<file path="src/rtl/wb_arbiter_pkg.sv">
`default_nettype none
// ============================================================================
// Package     : wb_arbiter_pkg
// Description : Shared types, arbiter state encoding and helpers for the
//               write-back stage (wb_arbiter / wb_fifo).
//               Register-file widths normally come from the core-wide defines
//               file; the fallbacks below keep this slice self-contained.
// Revision    : 1.0 - initial release
// ============================================================================

`ifndef RegAddrBus
`define RegAddrBus 4:0
`endif
`ifndef RegBus
`define RegBus 31:0
`endif

package wb_arbiter_pkg;

  typedef logic [`RegAddrBus] reg_addr_t;
  typedef logic [`RegBus]     reg_data_t;

  // One GPR write-port transaction.
  typedef struct packed {
    logic      we;
    reg_addr_t addr;
    reg_data_t data;
  } wb_write_t;

  // Arbiter states: NORMAL lets EX win, FORCE drains one FIFO entry.
  localparam logic [0:0] C_ARB_NORMAL = 1'b0;
  localparam logic [0:0] C_ARB_FORCE  = 1'b1;

  // A result reaches the GPR file only if it is still live and not x0.
  function automatic logic gpr_writable(input logic live, input reg_addr_t rd);
    return live && (rd != '0);
  endfunction

endpackage

`default_nettype wire

</file>
<file path="src/rtl/wb_fifo.sv">
`default_nettype none
// ============================================================================
// Module      : wb_fifo
// Description : Load-result buffer for the write-back stage. Each of the
//               DEPTH slots holds {live, rd, data}. A live bit is cleared on
//               pop or when a newer EX write to the same rd kills the slot.
//               Two rd match vectors feed the decode hazard check.
// Ports       : clk, rst_n          - clock, async active-low reset
//               push_i/push_rd_i/push_data_i - write a new live entry
//               pop_i               - retire the head entry
//               kill_i/kill_rd_i    - mark live entries with rd == kill_rd_i dead
//               query1_i/query2_i   - rd values to match against live entries
//               empty_o/full_o      - occupancy flags
//               head_live_o/head_rd_o/head_data_o - head entry contents
//               match1_o/match2_o   - per-slot live-entry rd match vectors
// Revision    : 1.0 - initial release
// ============================================================================
module wb_fifo
  import wb_arbiter_pkg::*;
#(
  parameter int DEPTH = 2
) (
  input  logic               clk,
  input  logic               rst_n,
  input  logic               push_i,
  input  logic [`RegAddrBus] push_rd_i,
  input  logic [`RegBus]     push_data_i,
  input  logic               pop_i,
  input  logic               kill_i,
  input  logic [`RegAddrBus] kill_rd_i,
  input  logic [`RegAddrBus] query1_i,
  input  logic [`RegAddrBus] query2_i,
  output logic               empty_o,
  output logic               full_o,
  output logic               head_live_o,
  output logic [`RegAddrBus] head_rd_o,
  output logic [`RegBus]     head_data_o,
  output logic [DEPTH-1:0]   match1_o,
  output logic [DEPTH-1:0]   match2_o
);

  localparam int AW = $clog2(DEPTH);

  // Pointers carry one extra wrap bit to tell full from empty.
  logic [AW:0]      r_wptr;
  logic [AW:0]      r_rptr;
  logic [DEPTH-1:0] r_live;
  reg_addr_t        r_rd   [DEPTH];
  reg_data_t        r_data [DEPTH];

  logic [AW-1:0]    w_widx;
  logic [AW-1:0]    w_ridx;
  logic [DEPTH-1:0] w_kill_hit;

  assign w_widx  = r_wptr[AW-1:0];
  assign w_ridx  = r_rptr[AW-1:0];
  assign empty_o = (r_wptr == r_rptr);
  assign full_o  = (r_wptr[AW] != r_rptr[AW]) && (w_widx == w_ridx);

  assign head_live_o = r_live[w_ridx];
  assign head_rd_o   = r_rd[w_ridx];
  assign head_data_o = r_data[w_ridx];

  // Unoccupied slots always have live=0, so the live bit alone qualifies a slot.
  for (genvar gi = 0; gi < DEPTH; gi++) begin : g_slot
    assign match1_o[gi]   = r_live[gi] && (r_rd[gi] == query1_i);
    assign match2_o[gi]   = r_live[gi] && (r_rd[gi] == query2_i);
    assign w_kill_hit[gi] = kill_i && r_live[gi] && (r_rd[gi] == kill_rd_i);
  end

  always_ff @(posedge clk or negedge rst_n) begin
    if (!rst_n) begin
      r_wptr <= '0;
      r_rptr <= '0;
    end else begin
      if (push_i) r_wptr <= r_wptr + (AW+1)'(1);
      if (pop_i)  r_rptr <= r_rptr + (AW+1)'(1);
    end
  end

  // The push slot is never occupied, so a same-cycle kill cannot hit the
  // entry being written: a load pushed alongside an EX result stays live.
  always_ff @(posedge clk or negedge rst_n) begin
    if (!rst_n) begin
      r_live <= '0;
    end else begin
      for (int i = 0; i < DEPTH; i++) begin
        if (push_i && (w_widx == AW'(i))) begin
          r_live[i] <= 1'b1;
        end else if ((pop_i && (w_ridx == AW'(i))) || w_kill_hit[i]) begin
          r_live[i] <= 1'b0;
        end
      end
    end
  end

  // Payload needs no reset: it is only consumed through a live slot.
  always_ff @(posedge clk) begin
    if (push_i) begin
      r_rd[w_widx]   <= push_rd_i;
      r_data[w_widx] <= push_data_i;
    end
  end

endmodule

`default_nettype wire

</file>
<file path="src/rtl/wb_arbiter.sv">
`default_nettype none
// ============================================================================
// Module      : wb_arbiter
// Description : Write-back stage. Merges single-cycle EX results (priority)
//               and buffered LSU load results onto the registered GPR write
//               port, with anti-starvation forcing of the load FIFO, WAW
//               kill of stale loads and a decode read-hazard flag.
// Ports       : clk, rst_n                      - clock, async active-low reset
//               ex_valid_i/ex_ready_o/ex_rd_i/ex_data_i     - EX result handshake
//               lsu_valid_i/lsu_ready_o/lsu_rd_i/lsu_data_i - load result handshake
//               raddr1_i/raddr2_i/hazard_o      - decode hazard query
//               we_o/waddr_o/wdata_o            - GPR write port (registered)
// Revision    : 1.0 - initial release
// ============================================================================
module wb_arbiter
  import wb_arbiter_pkg::*;
#(
  parameter int DEPTH      = 2,
  parameter int STARVE_MAX = 4
) (
  input  logic               clk,
  input  logic               rst_n,
  input  logic               ex_valid_i,
  output logic               ex_ready_o,
  input  logic [`RegAddrBus] ex_rd_i,
  input  logic [`RegBus]     ex_data_i,
  input  logic               lsu_valid_i,
  output logic               lsu_ready_o,
  input  logic [`RegAddrBus] lsu_rd_i,
  input  logic [`RegBus]     lsu_data_i,
  input  logic [`RegAddrBus] raddr1_i,
  input  logic [`RegAddrBus] raddr2_i,
  output logic               hazard_o,
  output logic               we_o,
  output logic [`RegAddrBus] waddr_o,
  output logic [`RegBus]     wdata_o
);

  localparam int              SW            = $clog2(STARVE_MAX + 1);
  localparam logic [SW-1:0]   C_STARVE_LAST = SW'(STARVE_MAX - 1);
  localparam logic [SW-1:0]   C_STARVE_MAX  = SW'(STARVE_MAX);

  logic [0:0]       r_state;
  logic [0:0]       w_state_next;
  logic [SW-1:0]    r_starve;
  logic [SW-1:0]    w_starve_next;
  logic             r_ex_ready;
  logic             r_we;
  reg_addr_t        r_waddr;
  reg_data_t        r_wdata;

  logic             w_ex_accept;
  logic             w_pop;
  logic             w_push;
  logic             w_empty;
  logic             w_full;
  logic             w_head_live;
  reg_addr_t        w_head_rd;
  reg_data_t        w_head_data;
  logic [DEPTH-1:0] w_match1;
  logic [DEPTH-1:0] w_match2;
  logic             w_haz1;
  logic             w_haz2;
  wb_write_t        w_wr;

  // --------------------------------------------------------------------------
  // Load FIFO
  // --------------------------------------------------------------------------
  assign w_push      = lsu_valid_i && !w_full;
  assign lsu_ready_o = !w_full;

  wb_fifo #(
    .DEPTH (DEPTH)
  ) u_fifo (
    .clk         (clk),
    .rst_n       (rst_n),
    .push_i      (w_push),
    .push_rd_i   (lsu_rd_i),
    .push_data_i (lsu_data_i),
    .pop_i       (w_pop),
    .kill_i      (w_ex_accept),
    .kill_rd_i   (ex_rd_i),
    .query1_i    (raddr1_i),
    .query2_i    (raddr2_i),
    .empty_o     (w_empty),
    .full_o      (w_full),
    .head_live_o (w_head_live),
    .head_rd_o   (w_head_rd),
    .head_data_o (w_head_data),
    .match1_o    (w_match1),
    .match2_o    (w_match2)
  );

  // --------------------------------------------------------------------------
  // Arbiter FSM
  // --------------------------------------------------------------------------
  always_ff @(posedge clk or negedge rst_n) begin
    if (!rst_n) r_state <= C_ARB_NORMAL;
    else        r_state <= w_state_next;
  end

  // FORCE is entered on the edge where the starve count reaches STARVE_MAX.
  always_comb begin
    w_state_next = r_state;
    case (r_state)
      C_ARB_NORMAL: begin
        if (w_ex_accept && !w_empty && (r_starve == C_STARVE_LAST))
          w_state_next = C_ARB_FORCE;
      end
      C_ARB_FORCE:  w_state_next = C_ARB_NORMAL;
      default:      w_state_next = C_ARB_NORMAL;
    endcase
  end

  always_comb begin
    w_ex_accept = 1'b0;
    w_pop       = 1'b0;
    case (r_state)
      C_ARB_NORMAL: begin
        w_ex_accept = ex_valid_i;
        w_pop       = !ex_valid_i && !w_empty;
      end
      C_ARB_FORCE:  w_pop = !w_empty;
      default:      w_pop = 1'b0;
    endcase
  end

  // ex_ready_o is a flop so EX sees a clean, glitch-free stall in FORCE.
  always_ff @(posedge clk or negedge rst_n) begin
    if (!rst_n) r_ex_ready <= 1'b1;
    else        r_ex_ready <= (w_state_next == C_ARB_NORMAL);
  end
  assign ex_ready_o = r_ex_ready;

  // --------------------------------------------------------------------------
  // Starve counter: consecutive EX wins while loads are waiting
  // --------------------------------------------------------------------------
  always_comb begin
    w_starve_next = r_starve;
    if (w_pop || w_empty)
      w_starve_next = '0;
    else if (w_ex_accept && (r_starve != C_STARVE_MAX))
      w_starve_next = r_starve + SW'(1);
  end

  always_ff @(posedge clk or negedge rst_n) begin
    if (!rst_n) r_starve <= '0;
    else        r_starve <= w_starve_next;
  end

  // --------------------------------------------------------------------------
  // Write-port select and output register
  // --------------------------------------------------------------------------
  always_comb begin
    w_wr.we   = 1'b0;
    w_wr.addr = ex_rd_i;
    w_wr.data = ex_data_i;
    if (w_ex_accept) begin
      w_wr.we   = gpr_writable(1'b1, ex_rd_i);
    end else if (w_pop) begin
      // Dead (superseded) entries and x0 loads retire without writing.
      w_wr.we   = gpr_writable(w_head_live, w_head_rd);
      w_wr.addr = w_head_rd;
      w_wr.data = w_head_data;
    end
  end

  always_ff @(posedge clk or negedge rst_n) begin
    if (!rst_n) begin
      r_we    <= 1'b0;
      r_waddr <= '0;
      r_wdata <= '0;
    end else begin
      r_we <= w_wr.we;
      if (w_wr.we) begin
        r_waddr <= w_wr.addr;
        r_wdata <= w_wr.data;
      end
    end
  end

  assign we_o    = r_we;
  assign waddr_o = r_waddr;
  assign wdata_o = r_wdata;

  // --------------------------------------------------------------------------
  // Read hazard: live buffered loads plus the write currently on the port,
  // since the GPR read is combinational and still returns the old value.
  // --------------------------------------------------------------------------
  assign w_haz1   = (raddr1_i != '0) && ((|w_match1) || (r_we && (r_waddr == raddr1_i)));
  assign w_haz2   = (raddr2_i != '0) && ((|w_match2) || (r_we && (r_waddr == raddr2_i)));
  assign hazard_o = w_haz1 || w_haz2;

`ifndef SYNTHESIS
`ifndef RV32I_BASE_ISA
  // Reduced register file: only x0..x15 exist.
  a_ex_rd_range: assert property (@(posedge clk) disable iff (!rst_n)
    ex_valid_i |-> !ex_rd_i[4]);
  a_lsu_rd_range: assert property (@(posedge clk) disable iff (!rst_n)
    lsu_valid_i |-> !lsu_rd_i[4]);
`endif
`endif

endmodule

`default_nettype wire
</file>
<file path="config.mk">
export PLATFORM = sky130hd
export DESIGN_NAME = wb_arbiter
export DESIGN_NICKNAME = d
export VERILOG_FILES = /design/src/rtl/wb_arbiter_pkg.sv /design/src/rtl/wb_fifo.sv /design/src/rtl/wb_arbiter.sv
export SDC_FILE = /design/constraint.sdc
export NUM_CORES = 1
export LEC_CHECK = 0
export CAP_MARGIN = 20
export CORE_MARGIN = 2
export CORE_UTILIZATION = 42
export DETAILED_ROUTE_END_ITERATION = 8
export PLACE_DENSITY = 0.69
export SYNTH_ARGS = -nofsm -noshare
export SYNTH_HDL_FRONTEND = slang
export SYNTH_SLANG_ARGS = --single-unit
</file>
<file path="constraint.sdc">
create_clock -name clk -period 3.91 [get_ports clk]
set_input_delay 0.782 -clock clk [delete_from_list [all_inputs] [get_ports clk]]
set_output_delay 0.782 -clock clk [all_outputs]
set_load 0.01 [all_outputs]
</file>
==> results of run 1 <==
-- how the worst max path moves through the flow --
stage                                 start                             to  slack (ns)  depth (start not counted)
2_1_floorplan  u_fifo.r_rptr[1]$_DFFE_PN0N_  u_fifo.r_data[0][0]$_DFFE_PP_        0.98                          4
3_3_place_gp                    raddr2_i[3]                       hazard_o        0.42                          7
3_5_place_dp                    raddr1_i[0]                       hazard_o        0.31                          7
4_1_cts                         raddr1_i[0]                       hazard_o        0.31                          7
5_1_grt                         raddr1_i[2]                       hazard_o        0.16                          7
6_report                        raddr1_i[0]                       hazard_o        0.31                          7
-- registers in the layout (all words and copies together) (netlist names) --
name / count
r_starve: 3
u_fifo.r_wptr: 2
wdata_o: 32
we_o: 1
u_fifo.r_live: 2
u_fifo.r_data: 64
u_fifo.r_rptr: 2
ex_ready_o: 1
waddr_o: 5
r_state: 1
u_fifo.r_rd: 10
-- through the flow --
| stage | cells | total power [mW] | worst slack (ns) |
|---|---|---|---|
| 2_1_floorplan | 396 | 3.67 | 0.975 |
| 3_3_place_gp | 681 | 4.53 | 0.417 |
| 3_5_place_dp | 681 | 4.59 | 0.312 |
| 4_1_cts | 713 | 6.06 | 0.311 |
| 5_1_grt | 713 | 6.34 | 0.156 |
| 6_report | 713 | 5.99 | 0.309 |
-- power groups by stage --
stage	Sequential [mW]	Combinational [mW]	Clock, mW
after floorplan	2.25	1.42	0
after global placement	2.29	2.24	0
after detailed placement	2.30	2.30	0
after CTS	2.28	2.31	1.47
after global routing	2.34	2.47	1.53
final	2.28	2.27	1.44
-- metal layers --
metal | vias to the layer above | share of wire
met3 | 10 | 0.084
met4 | 0 | 0.0076
met1 | 1740 | 0.41
li1 | 1690 | -
met5 | - | 0
met2 | 117 | 0.50
-- worst max-delay path: stages --
cell and delay [ns]:
clkdlybuf4s50_1 0.52, xor2_1 0.21, nor4_1 0.36, nand3_1 0.12, and3_1 0.17, o22ai_1 0.12
clkdlybuf4s50_1 0.55
-- Yosys cell counts, drive strengths merged (3+ instances only) --
master / instances
or4: 3
o21ai: 4
ha: 3
xor2: 33
buf: 16
mux2: 42
clkbuf: 5
edfxtp: 74
and3: 3
a21oi: 36
inv: 7
mux2i: 36
nor2: 37
dfrtp: 48
xnor2: 14
nand3: 9
nand2: 9
nor4: 9
-- cell type report --
class	count	area [sq um]
fill	1057	5200
clock buffer	22	444
tap	172	215
multi-input combinational	245	1950
timing repair buffer	134	1330
sequential	123	3450
clock inverter	10	101
inverter	7	26.3
-- cell families after synthesis --
| group | after synthesis | synth area share |
|---|---|---|
| DFF | 123 | 0.625 |
| muxes | 78 | 0.163 |
| adders and majority gates | 3 | 0.00680 |
| buffers and inverters | 28 | 0.0274 |
| and+or+nand+nor | 73 | 0.0614 |
| xor gates and xnor gates | 47 | 0.0746 |
| AOI/OAI and AO/OA | 44 | 0.0419 |
==> metrics.md, run 1 <==
| Metric | Value |
|---|---|
| Setup TNS | `0 ns` |
| Synth Cell Area | `roughly 5500 sq um` |
| Via density per instance | `~5` |
| DRC | `0` |
| Nets | `619` |
| Per-cell routed wire length | `about 17 um` |
| Total core area | `between 10000 and 15000 sq um` |
| TritonCTS buffer count | `17` |
| Max clock buf depth | `2` |
| Area delta synth->final | `36.3%` |
| Register bit total from synthesis | `123` |
| Register share of total power | `0.380` |
| Initial Util | `0.434` |
| Max-slew headroom at the worst pin | `0.348` |
| Leak | `around 2.9 nW` |
| Largest cells by area after synthesis | `edfxtp_1 40%, dfrtp_1 22%, mux2i_1 6.5%` |
| Gr usage total | `0.185` |
| CTS tree | `done` |
| Post-synth EDFFs | `74` |
| Tcrit/Tclk final | `0.921` |
| Critical path data required time | `3.13 ns` |
| Min Clock Period, post-route | `3.60 ns` |
| First-pass GRT wire length | `20000 um` |
| Worst Hold Class | `primary input to async pin` |
| Clock power frac | `0.240` |
| DRT antenna net count | `0` |
| GR peak layer | `met2` |
| Max Clock Freq | `278 MHz` |
| Clock Sinks | `123` |
| Die Y | `119 um` |
| Clock skew after layout | `0.00945 ns` |
| Share of post-route cells with drive strength above 1 | `0.150` |
| Fin. Hold Viols | `0` |
| Synth cell types | `32` |
| Drt pass-1 iters | `6` |
| Net Sw Frac | `0.320` |
| Gate power share | `0.379` |
| Total wire length | `12400 um` |
| Power per cell area | `797 nW/um^2` |
| Area leader, netlist | `edfxtp_1` |
| # resized after CTS | `0` |
| Number of setup violations in the final report | `0` |
| H-Tree Depth | `4` |
| Port Buf Inserts | `128` |
| Clock transition at the registers of the reported paths | `around 0.05 ns` |
| Worst reg2reg endpoint | `wdata_o[23]$_DFFE_PN0P_` |
| Largest net degree at the start of global routing | `75` |
| Total number of vias | `3557` |
| YS warnings | `0` |
| GPL Wtd Cong | `0.875` |
| Max-cap violations | `0` |
| Post-CTS Setup Bufs | `0` |
| WHS | `between 0.4 and 0.5 ns` |
| M3 GR Usage | `0.0763` |
| Setup crit start kind | `primary input` |
| Worst reg2reg path depth | `6` |
| Mapped Cells | `just under 400` |
| Worst Path Max Fanout | `4` |
| Peak supply drop | `0.000398 V` |
| Final instance area | `7520 sq um` |
| RSZ-0062 raised after global routing | `no` |
| Antenna violations before repair | `0` |
| Crit path capture type | `output port` |
| CTS root buf | `clkbuf_16` |
| Syn_nets | `487` |
| CP arrival | `approximately 2.8 ns` |
| Pint | `between 4 and 5 mW` |
| Placed instance area | `about 7000 sq um` |
| Post-synth top flop | `edfxtp_1` |
| Async set-or-reset flop fraction in the synthesized netlist | `0.398` |
| DIE AREA | `14100 sq um` |
| Initial drt markers | `~190` |
| GRT overflow | `0` |
| Worst r2r src | `u_fifo.r_rptr[0]$_DFFE_PN0N_` |
| I/O pin cnt | `129` |
| ANT cells | `0` |
| Register area share after synthesis | `0.625` |
| Switch Pwr | `1.92 mW` |
| Status | `complete, no violations` |
| Vias in the first global route | `3889` |
| Num rows | `41` |
| Slew Viols, Final | `0` |
| Share of the synthesized area in the top cell type | `0.402` |
| Hold Buf Count CTS | `0` |
| Setup CP Type | `primary input to output port` |
| Leading cell type in the layout, fill and taps excluded | `clkdlybuf4s50_1` |
| Clk_lat worst skew | `about 0.4 ns` |
| Met2 usage | `0.302` |
| Worst slew pin tran | `0.978 ns` |
| Die Wd | `between 100 and 150 um` |
| Post-Syn Area per Cell | `approximately 14 sq um` |
| Final HPWL DP | `8470 um` |
| Commonest non-fill, non-tap cells in the layout | `127 x clkdlybuf4s50_1, 74 x edfxtp_1, 47 x dfrtp_1, 36 x nor2_1, 36 x mux2i_1` |
| Reg2reg setup slack | `1.13 ns` |
| Util after Layout | `0.591` |
| Grt met1 use | `0.223` |
Power figures use the tool's default switching activity.
==> run 2, diff against run 1 <==
--- a/config.mk
+++ b/config.mk
@@ -10,6 +10,7 @@
 export CORE_UTILIZATION = 42
 export DETAILED_ROUTE_END_ITERATION = 8
 export PLACE_DENSITY = 0.69
+export SLEW_MARGIN = 20
 export SYNTH_ARGS = -nofsm -noshare
 export SYNTH_HDL_FRONTEND = slang
 export SYNTH_SLANG_ARGS = --single-unit
==> results of run 2 <==
No change in the layout: final DEF, timing and power equal those of run 1.
==> run 3, diff against run 2 <==
--- a/config.mk
+++ b/config.mk
@@ -10,7 +10,7 @@
 export CORE_UTILIZATION = 42
 export DETAILED_ROUTE_END_ITERATION = 8
 export PLACE_DENSITY = 0.69
-export SLEW_MARGIN = 20
+export SETUP_SLACK_MARGIN = 0.2
 export SYNTH_ARGS = -nofsm -noshare
 export SYNTH_HDL_FRONTEND = slang
 export SYNTH_SLANG_ARGS = --single-unit
==> run 3 against run 2 <==
  * Final area up 0.17%
  * Via count shrank 0.37%
  * Sequential share of layout area is 0.076 points lower
  * Largest cell class unchanged
  * Worst setup slack gained 0.037 ns
  * Clock power about the same
  * Critical endpoint unchanged
==> metrics.md, run 3 (synthesis gave the netlist of run 1 again) <==
| Metric | Value |
|---|---|
| Status | `complete, no violations (unchanged)` |
| Leading cell type in the layout, fill and taps excluded | `clkdlybuf4s50_1 (unchanged)` |
| Fin. Hold Viols | `0 (unchanged)` |
| CP arrival | `2.78 ns (was 2.82 ns)` |
| Met3 wire length | `1070 um (was 1040 um)` |
| Leak | `2.92 nW (about the same)` |
| Wire length on met2 | `6130 um (was 6160 um)` |
| Per-cell routed wire length | `17.4 um (about the same)` |
| Met1 WL | `5120 um (about the same)` |
| Clk_lat worst skew | `0.40 ns (about the same)` |
| Crit path capture type | `output port (unchanged)` |
| Initial Util | `0.434 (unchanged)` |
| DRC | `0 (unchanged)` |
| CTS root buf | `clkbuf_16 (unchanged)` |
| Worst Path Max Fanout | `4 (unchanged)` |
| RSZ-0062 raised after global routing | `no (unchanged)` |
| Worst slew pin tran | `0.975 ns (was 0.978 ns)` |
| Tcrit/Tclk final | `0.912 (was 0.921)` |
| Max Clock Freq | `281 MHz (was 278 MHz)` |
| Max-slew headroom at the worst pin | `0.350 (was 0.348)` |
| GRT overflow | `0 (unchanged)` |
| DRT antenna net count | `0 (unchanged)` |
| DIE AREA | `14100 sq um (unchanged)` |
| Buf+Inv Stages, Crit Path | `2 (unchanged)` |
| Final HPWL DP | `8470 um (unchanged)` |
| Clock transition at the registers of the reported paths | `0.05 ns (about the same)` |
| Area delta synth->final | `36.5% (was 36.3%)` |
| # resized after CTS | `0 (unchanged)` |
| Largest net degree at the start of global routing | `75 (unchanged)` |
| CTS tree | `done (unchanged)` |
| Dpl cells | `681 (unchanged)` |
| Nets | `619 (unchanged)` |
| Gr usage total | `0.185 (unchanged)` |
| Max clock buf depth | `2 (unchanged)` |
| I/O pin cnt | `129 (unchanged)` |
| First-pass GRT wire length | `20000 um (unchanged)` |
| Number of setup violations in the final report | `0 (unchanged)` |
| Drt pass-1 iters | `4 (was 6)` |
| Peak supply drop | `0.000399 V (was 0.000398 V)` |
| GPL Wtd Cong | `0.875 (unchanged)` |
| Initial drt markers | `198 (was 192)` |
| Crit path max-delay family | `buffers and inverters (unchanged)` |
| Critical Path Slowest Stage Cell | `clkdlybuf4s50_1 (unchanged)` |
| Setup TNS | `0 ns (unchanged)` |
| Worst Hold Class | `primary input to async pin (unchanged)` |
| Via density per instance | `4.97 (was 4.99)` |
| Worst stage delay on the critical path | `0.55 ns (about the same)` |
| Total number of vias | `3544 (was 3557)` |
| Max-cap violations | `0 (unchanged)` |
| H-Tree Depth | `4 (unchanged)` |
| Setup crit start kind | `primary input (unchanged)` |
| Share of post-route cells with drive strength above 1 | `0.153 (was 0.150)` |
| Critical path data required time | `3.13 ns (about the same)` |
| ANT cells | `0 (unchanged)` |
| Biggest register | `u_fifo.r_data (unchanged)` |
| Total core area | `12700 sq um (unchanged)` |
| Layout Cells excl Fill | `713 (unchanged)` |
| Hold Buf Count CTS | `0 (unchanged)` |
| Min Clock Period, post-route | `3.56 ns (was 3.60 ns)` |
| Post-CTS Setup Bufs | `0 (unchanged)` |
| Crit path top cell by count | `clkdlybuf4s50_1 (unchanged)` |
| Total wire length | `12400 um (about the same)` |
| Max reg flops | `64 (unchanged)` |
| TritonCTS buffer count | `17 (unchanged)` |
| Vias in the first global route | `3889 (unchanged)` |
| Commonest non-fill, non-tap cells in the layout | `127 x clkdlybuf4s50_1, 74 x edfxtp_1, 47 x dfrtp_1, 36 x nor2_1, 36 x mux2i_1 (unchanged)` |
| Power per cell area | `796 nW/um^2 (was 797 nW/um^2)` |
| Slew Viols, Final | `0 (unchanged)` |
| Crit path cell chain | `clkdlybuf4s50_1, xor2_1, nor4_2, nand3_1, and3_1, o22ai_1, clkdlybuf4s50_1 (was clkdlybuf4s50_1, xor2_1, nor4_1, nand3_1, and3_1, o22ai_1, clkdlybuf4s50_1)` |
| Clock skew after layout | `0.0100 ns (was 0.00945 ns)` |
| Max layer used | `met4 (unchanged)` |
| Port Buf Inserts | `128 (unchanged)` |
| Num rows | `41 (unchanged)` |
| Clock Sinks | `123 (unchanged)` |
| Die Y | `119 um (unchanged)` |
| Antenna violations before repair | `0 (unchanged)` |
| Setup CP Type | `primary input to output port (unchanged)` |
| Die Wd | `119 um (unchanged)` |
## run 3: cell counts in the layout (fill, tap and decap cells not counted)
Identical to the previous run, type by type.
## run 3: final timing paths
kind	from	slack [ns]	to	depth (start not counted)
min	rst_n	0.44	wdata_o[25]$_DFFE_PN0P_	1
max reg2reg	u_fifo.r_rptr[0]$_DFFE_PN0N_	1.14	wdata_o[23]$_DFFE_PN0P_	6
max in group asynchronous	rst_n	2.64	ex_ready_o$_DFF_PN1_	2
min reg2reg	u_fifo.r_wptr[1]$_DFFE_PN0N_	0.49	u_fifo.r_wptr[1]$_DFFE_PN0N_	1
min in group clk	u_fifo.r_wptr[1]$_DFFE_PN0N_	0.49	u_fifo.r_wptr[1]$_DFFE_PN0N_	1
max	raddr1_i[0]	0.35	hazard_o	7
## run 3: area by class of cell
type | count | area (sq um)
sequential | 123 | 3450
fill | 1054 | 5190
timing repair buffer | 134 | 1330
inverter | 7 | 26.3
clock buffer | 22 | 444
multi-input combinational | 245 | 1960
tap | 172 | 215
clock inverter | 10 | 101
## run 3: metrics by stage
stage               hold WS, ns  area (sq um)  utilization  power (mW)  worst slack, ns
global route              0.485          7540        0.592        6.35            0.220
global placement          0.475          6980        0.548        4.53            0.417
detailed placement        0.483          6980        0.548        4.59            0.312
finish                    0.441          7540        0.592        6.00            0.346
floorplan                 0.462          5520            -        3.67            0.975
CTS                       0.462          7520        0.591        6.06            0.311
## run 3: worst reg2reg max path: stages (launching register included)
cell and delay, ns:
dfrtp_2 0.81, xnor2_1 0.28, a21oi_4 0.19, nand2_1 0.11
o21ai_4 0.61, buf_12 0.30, mux2_2 0.37
## run 3: layer usage
| metal | track usage | up-vias |
|---|---|---|
| met1 | 0.223 | 1721 |
| met5 | 0 | - |
| li1 | - | 1691 |
| met3 | 0.0763 | 9 |
| met2 | 0.302 | 123 |
| met4 | 0.0588 | 0 |
## run 3: power breakdown
group	total, mW	switching, mW	internal [mW]
Sequential	2.28	0.353	1.93
Clock	1.44	0.517	0.926
Combinational	2.28	1.05	1.23
